### config.mk
export PLATFORM = sky130hd
export DESIGN_NAME = intr_ctrl
export DESIGN_NICKNAME = d
export VERILOG_FILES = /design/src/rtl/intc_pkg.sv /design/src/rtl/irq_sync.sv /design/src/rtl/intr_ctrl.sv
export SDC_FILE = /design/constraint.sdc
export NUM_CORES = 1
export LEC_CHECK = 0
export BUFFER_PORTS_ARGS = -buffer_cell sky130_fd_sc_hd__buf_2
export CAP_MARGIN = 10
export CORE_UTILIZATION = 36
export CTS_BUF_LIST = sky130_fd_sc_hd__clkbuf_8
export DETAILED_ROUTE_END_ITERATION = 10
export GPL_TIMING_DRIVEN = 0
export PLACE_DENSITY = 0.78
export REMOVE_ABC_BUFFERS = 1
export SLEW_MARGIN = 10
export SYNTH_ARGS = -nofsm -noshare
export SYNTH_HDL_FRONTEND = slang
export SYNTH_SLANG_ARGS = --single-unit
### constraint.sdc
create_clock -name clk -period 1.34 [get_ports clk]
set_input_delay 0.134 -clock clk [delete_from_list [all_inputs] [get_ports clk]]
set_output_delay 0.134 -clock clk [all_outputs]
set_load 0.02 [all_outputs]
### src/rtl/intc_pkg.sv
// Shared definitions for the external-interrupt controller.
//   - intc_state_e   : controller FSM states
//   - EXC_INT        : exception code reported for external interrupts
//   - STATUS_IE_BIT  : CP0 Status global interrupt enable bit
//   - STATUS_IM_BASE : CP0 Status bit of the mask-enable for line 0
package intc_pkg;

  typedef enum logic [1:0] {
    StIdle    = 2'd0,
    StReq     = 2'd1,
    StService = 2'd2
  } intc_state_e;

  localparam logic [4:0]  EXC_INT        = 5'd0;
  localparam int unsigned STATUS_IE_BIT  = 0;
  localparam int unsigned STATUS_IM_BASE = 8;

endpackage

### src/rtl/irq_sync.sv
// Single-line interrupt synchronizer.
// Two flops bring the asynchronous peripheral line into the clk domain. With EdgeEn set, a third
// flop turns the synchronized level into a one-cycle rising-edge pulse.
// Ports:
//   clk   : system clock
//   rst_n : asynchronous active-low reset
//   irq   : raw peripheral line
//   sig   : synchronized level (EdgeEn = 0) or rising-edge pulse (EdgeEn = 1)
module irq_sync #(
  parameter bit EdgeEn = 1'b0
) (
  input  logic clk,
  input  logic rst_n,
  input  logic irq,
  output logic sig
);

  logic s1_q, s2_q;

  always_ff @(posedge clk or negedge rst_n) begin
    if (!rst_n) begin
      s1_q <= 1'b0;
      s2_q <= 1'b0;
    end else begin
      s1_q <= irq;
      s2_q <= s1_q;
    end
  end

  if (EdgeEn) begin : g_edge
    logic s3_q;

    always_ff @(posedge clk or negedge rst_n) begin
      if (!rst_n) begin
        s3_q <= 1'b0;
      end else begin
        s3_q <= s2_q;
      end
    end

    assign sig = s2_q & ~s3_q;
  end else begin : g_level
    assign sig = s2_q;
  end

endmodule

### src/rtl/intr_ctrl.sv
// External-interrupt controller for the multicycle MIPS core.
// Collects N_IRQ peripheral lines into a pending register, qualifies them with CP0 Status IE and
// per-line mask bits, and raises a held request (lowest index wins) at an instruction boundary.
// The request is held until the controller acknowledges it, or withdrawn if the latched line
// stops being eligible; after acknowledge the block waits in SERVICE until eret.
// Build option: define INTC_EDGE_DETECT_EN for edge-triggered lines (pending set by rising edge,
// cleared by acknowledge). Default build is level mode (pending is the synchronized line).
// Ports:
//   clk, rst_n     : clock, asynchronous active-low reset
//   irq_in         : raw peripheral interrupt lines
//   status         : CP0 Status (bit 0 IE, bit 8+i mask for line i)
//   instr_boundary : controller can accept an interrupt this cycle
//   intr_ack       : controller takes the pending request
//   eret           : eret executing, ends the service window
//   intr_req       : interrupt request to controller
//   cause          : exception code (always Int)
//   irq_id         : index of the line requested or serviced
//   pending        : raw pending bits for Cause.IP
module intr_ctrl
  import intc_pkg::*;
#(
  parameter int unsigned N_IRQ = 6,
  parameter int unsigned ID_W  = (N_IRQ > 1) ? $clog2(N_IRQ) : 1
) (
  input  logic             clk,
  input  logic             rst_n,
  input  logic [N_IRQ-1:0] irq_in,
  input  logic [31:0]      status,
  input  logic             instr_boundary,
  input  logic             intr_ack,
  input  logic             eret,
  output logic             intr_req,
  output logic [4:0]       cause,
  output logic [ID_W-1:0]  irq_id,
  output logic [N_IRQ-1:0] pending
);

`ifdef INTC_EDGE_DETECT_EN
  localparam bit EdgeEn = 1'b1;
`else
  localparam bit EdgeEn = 1'b0;
`endif

  intc_state_e     state_q, state_d;
  logic [ID_W-1:0] irq_id_q, irq_id_d;
  logic [N_IRQ-1:0] line_sig;
  logic [N_IRQ-1:0] pend;
  logic [N_IRQ-1:0] elig;
  logic [ID_W-1:0]  win_id;
  logic             win_vld;
  logic             take;

  // Status bits outside IE and the used mask range are deliberately ignored.
  logic unused_status;
  assign unused_status = ^{status[31:STATUS_IM_BASE+N_IRQ],
                           status[STATUS_IM_BASE-1:STATUS_IE_BIT+1]};

  for (genvar i = 0; i < N_IRQ; i++) begin : g_sync
    irq_sync #(
      .EdgeEn(EdgeEn)
    ) u_irq_sync (
      .clk  (clk),
      .rst_n(rst_n),
      .irq  (irq_in[i]),
      .sig  (line_sig[i])
    );
  end

`ifdef INTC_EDGE_DETECT_EN
  logic [N_IRQ-1:0] pend_q, pend_d, clr;

  // A rising edge landing on the same cycle as the clear keeps the bit set.
  always_comb begin
    clr    = take ? (N_IRQ'(1) << irq_id_q) : '0;
    pend_d = (pend_q & ~clr) | line_sig;
  end

  always_ff @(posedge clk or negedge rst_n) begin
    if (!rst_n) begin
      pend_q <= '0;
    end else begin
      pend_q <= pend_d;
    end
  end

  assign pend = pend_q;
`else
  assign pend = line_sig;
`endif

  assign elig = pend & status[STATUS_IM_BASE +: N_IRQ] & {N_IRQ{status[STATUS_IE_BIT]}};

  // Fixed priority: scan downward so the lowest eligible index is the last written.
  always_comb begin
    win_id  = '0;
    win_vld = 1'b0;
    for (int i = N_IRQ - 1; i >= 0; i--) begin
      if (elig[i]) begin
        win_id  = ID_W'(i);
        win_vld = 1'b1;
      end
    end
  end

  // State register
  always_ff @(posedge clk or negedge rst_n) begin
    if (!rst_n) begin
      state_q  <= StIdle;
      irq_id_q <= '0;
    end else begin
      state_q  <= state_d;
      irq_id_q <= irq_id_d;
    end
  end

  // Next state
  always_comb begin
    state_d  = state_q;
    irq_id_d = irq_id_q;
    unique case (state_q)
      StIdle: begin
        if (win_vld && instr_boundary) begin
          state_d  = StReq;
          irq_id_d = win_id;
        end
      end
      StReq: begin
        // Acknowledge beats withdrawal in the same cycle.
        if (intr_ack) begin
          state_d = StService;
        end else if (!elig[irq_id_q]) begin
          state_d = StIdle;
        end
      end
      StService: begin
        if (eret) begin
          state_d = StIdle;
        end
      end
      default: state_d = StIdle;
    endcase
  end

  // Outputs
  always_comb begin
    intr_req = (state_q == StReq);
    take     = (state_q == StReq) && intr_ack;
  end

  assign irq_id  = irq_id_q;
  assign cause   = EXC_INT;
  assign pending = pend;

endmodule

* Word level (Yosys, flattened, before mapping) *
Cells that the tools add are included.

storage, ports and cells
  flip-flop bits (word level) = 17
  bits of input ports = 43
  output and inout bits = 15
  logic and storage cells = 45

cells by class
  order comparisons = 1
  eq/ne operators = 5
  mux-type cells = 19
  bitwise gates (word level) = 2
  reduce and logical (&&, ||, !) cells = 4

operator list
  cell                number
  $mux 3              6
  $and 6x6->6         2
  $mux 2              4
  $mux 1              7
  $pmux 2 s3          1
  $lt 3x4->1 const B  1
  $ne 2x2->1 const B  2
  $bmux 1 s3          1
  $ne 3x3->1 const B  1
  $reduce_and 3->1    1
  $eq 2x1->1 const B  1
  $eq 2x2->1 const B  1
  $logic_not 2->1     1
  $reduce_and 2->1    1
  $logic_and 1x1->1   1

* Longest topological paths before layout *
  word-level depth = 11
  depth in mapped cells = 4
  mapped depth without buffers = 4

* By module *
Synthesis repeated with hierarchy kept, for this count alone.

unflattened totals
  cells, all modules = 55
  area, all modules = 681.9 sq um

modules (own cells, without submodules)
  module     instances  cells each  area an instance (sq um)  sequential area each (sq um)
  intr_ctrl  1          43          381.6                     125.1
  irq_sync   6          2           50.0                      50.0

* Least setup slack after synthesis *
No wires, ideal clock.

  path kind = reg2reg
  from = register irq_id_q[0], in the netlist irq_id[0]
  to = register state_q[0]
  library setup time = 0.064 ns
  arrival time = 1.238 ns
  data required time = 1.276 ns
  setup slack = 0.037 ns
  stages on the path, launching flop included = 4
  buffers on the path = 0
  clock period less this slack = 1.303 ns
  cell sequence = dfrtp_1 -> mux4_2 -> nor3_2 -> a211o_1

on the way
  word-level cells in the longest chain between the ends = 4

RTL lines
  item                          RTL line          source
  start, declared               intr_ctrl.sv:45   logic [ID_W-1:0] irq_id_q, irq_id_d;
  start signal, assigned        intr_ctrl.sv:112  irq_id_q <= irq_id_d;
  $bmux 1 s3                    intr_ctrl.sv:131  end else if (!elig[irq_id_q]) begin
  $mux 1 (implied by the code)  intr_ctrl.sv:131
  $ne 3x3->1 (no line)          -
  $reduce_and 3->1 (no line)    -
  end signal, assigned          intr_ctrl.sv:108  state_q <= StIdle;
  end signal, assigned          intr_ctrl.sv:111  state_q <= state_d;
  end, declared                 intr_ctrl.sv:44   intc_state_e state_q, state_d;

Every way passes these cells. The select of a mux whose other input is x is not followed.
A chain may end at the register's enable or synchronous reset.

* Worst setup path in the final report *
  from = register state_q[1]
  to = register irq_id_q[0], in the netlist irq_id[0]

on the way
  word-level cells in the longest chain between the ends = 2

RTL lines
  item                        RTL line          source
  $logic_not 2->1             intr_ctrl.sv:120  unique case (state_q)
  $reduce_and 2->1 (no line)  -

Every way passes these cells.

==> results.md <==
* Outcome: complete, no violations
* Ranking of synthesized cells by area: dfrtp_1 (59%), buf_4 (11%), nand2_1 (4.6%), mux4_2 (3.1%), o21ai_0 (2.1%)
* Synthesis-to-finish area growth at 32.4%
* First-pass GRT wire length at 2.02 mm
* I/O Pins at 58
* CP max stage delay at roughly 0.39 ns
* Final Max Slew Viols at 0
* CTS sink cnt at 17
* Vias per cell at 4.61
* Cell Rows at 15
* Seq/Total Area, Yosys at 0.585
* Fillers at around 170
* NumNets Final at 138
* Final worst path period need at 1.31 ns
* DRT iter0 DRCs at 7
* DR DRC count at 0
* Layout cells sized above 1 at 0.415
* CP endpoint kind: flip-flop
* Commonest cells in the synthesized netlist: dfrtp_1 (17), buf_4 (11), nand2_1 (9), o21ai_0 (3)
* Ys async rst share at 1.00
* Iteration count of the initial detailed-routing pass at 4
* Number of synthesized register bits at 17
* Mapped Cells at a little over 60
* Number of distinct library cells after synthesis at 23
* Main synth FF type: dfrtp_1
* Avg Cell Area, Syn at 11.9 um2
* RSZ-0062 raised after global routing: true
* Antenna violations before repair at 0
* Hold Fails Final Rpt at 0
* CP bufs+invs at 0
* Vias at approximately 550
* Worst EP required at 1.48 ns
* Global route overflow at 0
* Ant. Diodes at 0
* Crit-path leading delay family: flip-flops
* WS Path Type: reg -> reg
* Die area at between 0.002 and 0.0025 mm2
* Synth Cell Area at about 730 um2
* Vias in the first global route at 536
* Setup TNS at 0 ns
* Yosys warns at 0
* Worst-Skew Late Latency at 0.25 ns
* Period utilization at 0.977
* Die H at approximately 47 um
* Port Buffers at 27
* TritonCTS clock tree: built
* Post-synth EDFFs at 0
* WP data arrival at 1.45 ns
* Core Region at 0.00180 mm2
* Count leader, synth: dfrtp_1
* Clk slew on worst S/H paths at roughly 0.070 ns
* Initial Utilization at 0.403
* Max-cap check violation count at 0
* Top-area cell type share of the netlist area at 0.585
* Crit-path cells: and4bb_2 -> o21a_1 -> mux2_4
* Slowest-stage cell, CP: dfrtp_1
* Startpoint Class: flip-flop
* Gpl congestion at a little under 0.8
* Final wirelength at 1.32 mm
* Largest area contributor in the netlist: dfrtp_1
* Maximum clock frequency at around 760 MHz
* Hold_ws at 0.105 ns
* Max VDD drop at ~0.83 mV
* Die width at 46.9 um
* Root Buffer: clkbuf_8
* Final setup viols at 0
* Static Leakage at around 0.00047 uW
* PD cells at approximately 1200 mW/mm2
* GRT Total Usage at 0.144
* Antenna-violating nets left at 0
* Clk_skew at around 0.0022 ns
* H-Tree Depth at 1
* Num CTS Buffers at 3
* WL per Instance at ~11 um
* Largest net degree at the start of global routing at 18
* CP max FO at 3
* HP Class: in -> reg
* CTS max path bufs at 2
[layer usage]
metal,vias to the layer above,track usage,share of wire
li1,260,-,-
met1,255,0.133,0.40
met2,30,0.264,0.51
met3,4,0.0423,0.074
met4,0,0.103,0.020
met5,-,0,0
[through the flow]
stage	instances	setup slack, ns	instance area (um2)	utilization	total power [uW]
6_report	119	0.0306	962	0.534	1200
5_1_grt	119	-0.0269	962	0.534	1250
4_1_cts	118	0.00858	955	0.530	1200
3_5_place_dp	106	-0.00210	826	0.458	807
3_3_place_gp	106	0.00910	826	0.458	800
2_1_floorplan	54	-0.0193	659	-	720
[placed cells by master, fill, tap and decap left out, drive strengths merged]
cell	instances
buf	29
dfrtp	17
nand2	9
dlygate4sd3	7
conb	5
o21ai	3
clkbuf	3
a22oi	2
nand3	2
a21oi	2
nor3	2
nor2b	1
inv	1
and4bb	1
o21a	1
nand4b	1
nand4	1
a31oi	1
mux2	1
nand3b	1
mux4	1
a211o	1
nand2b	1
clkinv	1
[logic make-up after synthesis]
| kind of cell | Yosys count | synth area share |
|---|---|---|
| and+or+nand+nor | 19 | 0.146 |
| DFF | 17 | 0.585 |
| buffers and inverters | 12 | 0.119 |
| AOI/OAI and AO/OA | 10 | 0.0930 |
| muxes | 2 | 0.0516 |
| other | 1 | 0.00516 |
[repair_timing]
action                                  4_1_cts  5_1_grt
endpoints found under the hold margin        23        0
endpoints found under the setup margin        1        2
resized for setup                             1        0
pin swaps                                     1        1
hold buffers                                  7        0
buffers inserted                              1        1
[worst paths after layout]
check	startpoint	to	slack (ns)	depth (start not counted)
max	state_q[1]	irq_id[0]	0.03	3
min reg2reg	g_sync[0].u_irq_sync.s1_q	g_sync[0].u_irq_sync.sig	0.35	0
max reg2reg	state_q[1]	irq_id[0]	0.03	3
min	intr_ack	state_q[1]	0.11	3
min in group asynchronous	rst_n	g_sync[4].u_irq_sync.sig	0.33	2
max in group asynchronous	rst_n	g_sync[2].u_irq_sync.s1_q	0.74	2
[worst min-delay path: stages]
cell	delay, ns
buf_2	0.08
nand2_1	0.04
o21ai_0	0.06
[cell type report]
cell class              instances  area, um2  area share
clock buffers                   3       41.3      0.0429
clock inverters                 1       5.00     0.00520
inverters                       1       3.75     0.00390
multi-input cells              36        235       0.244
flip-flops and latches         17        425       0.442
well taps                      25       31.3      0.0325
repair buffers                 36        220       0.229
[registers in the layout, summed over array words and instances, names as in the netlist]
name and count:
state_q 2, g_sync.u_irq_sync.sig 6, g_sync.u_irq_sync.s1_q 6, irq_id 3
[report_power, final]
| part | switching (uW) | total (uW) | internal (uW) |
|---|---|---|---|
| clock network | 174 | 380 | 206 |
| registers | 36.5 | 593 | 557 |
| logic | 123 | 227 | 103 |
| total | 334 | 1200 | 866 |
Note: power is estimated with default switching activity, not from simulation.
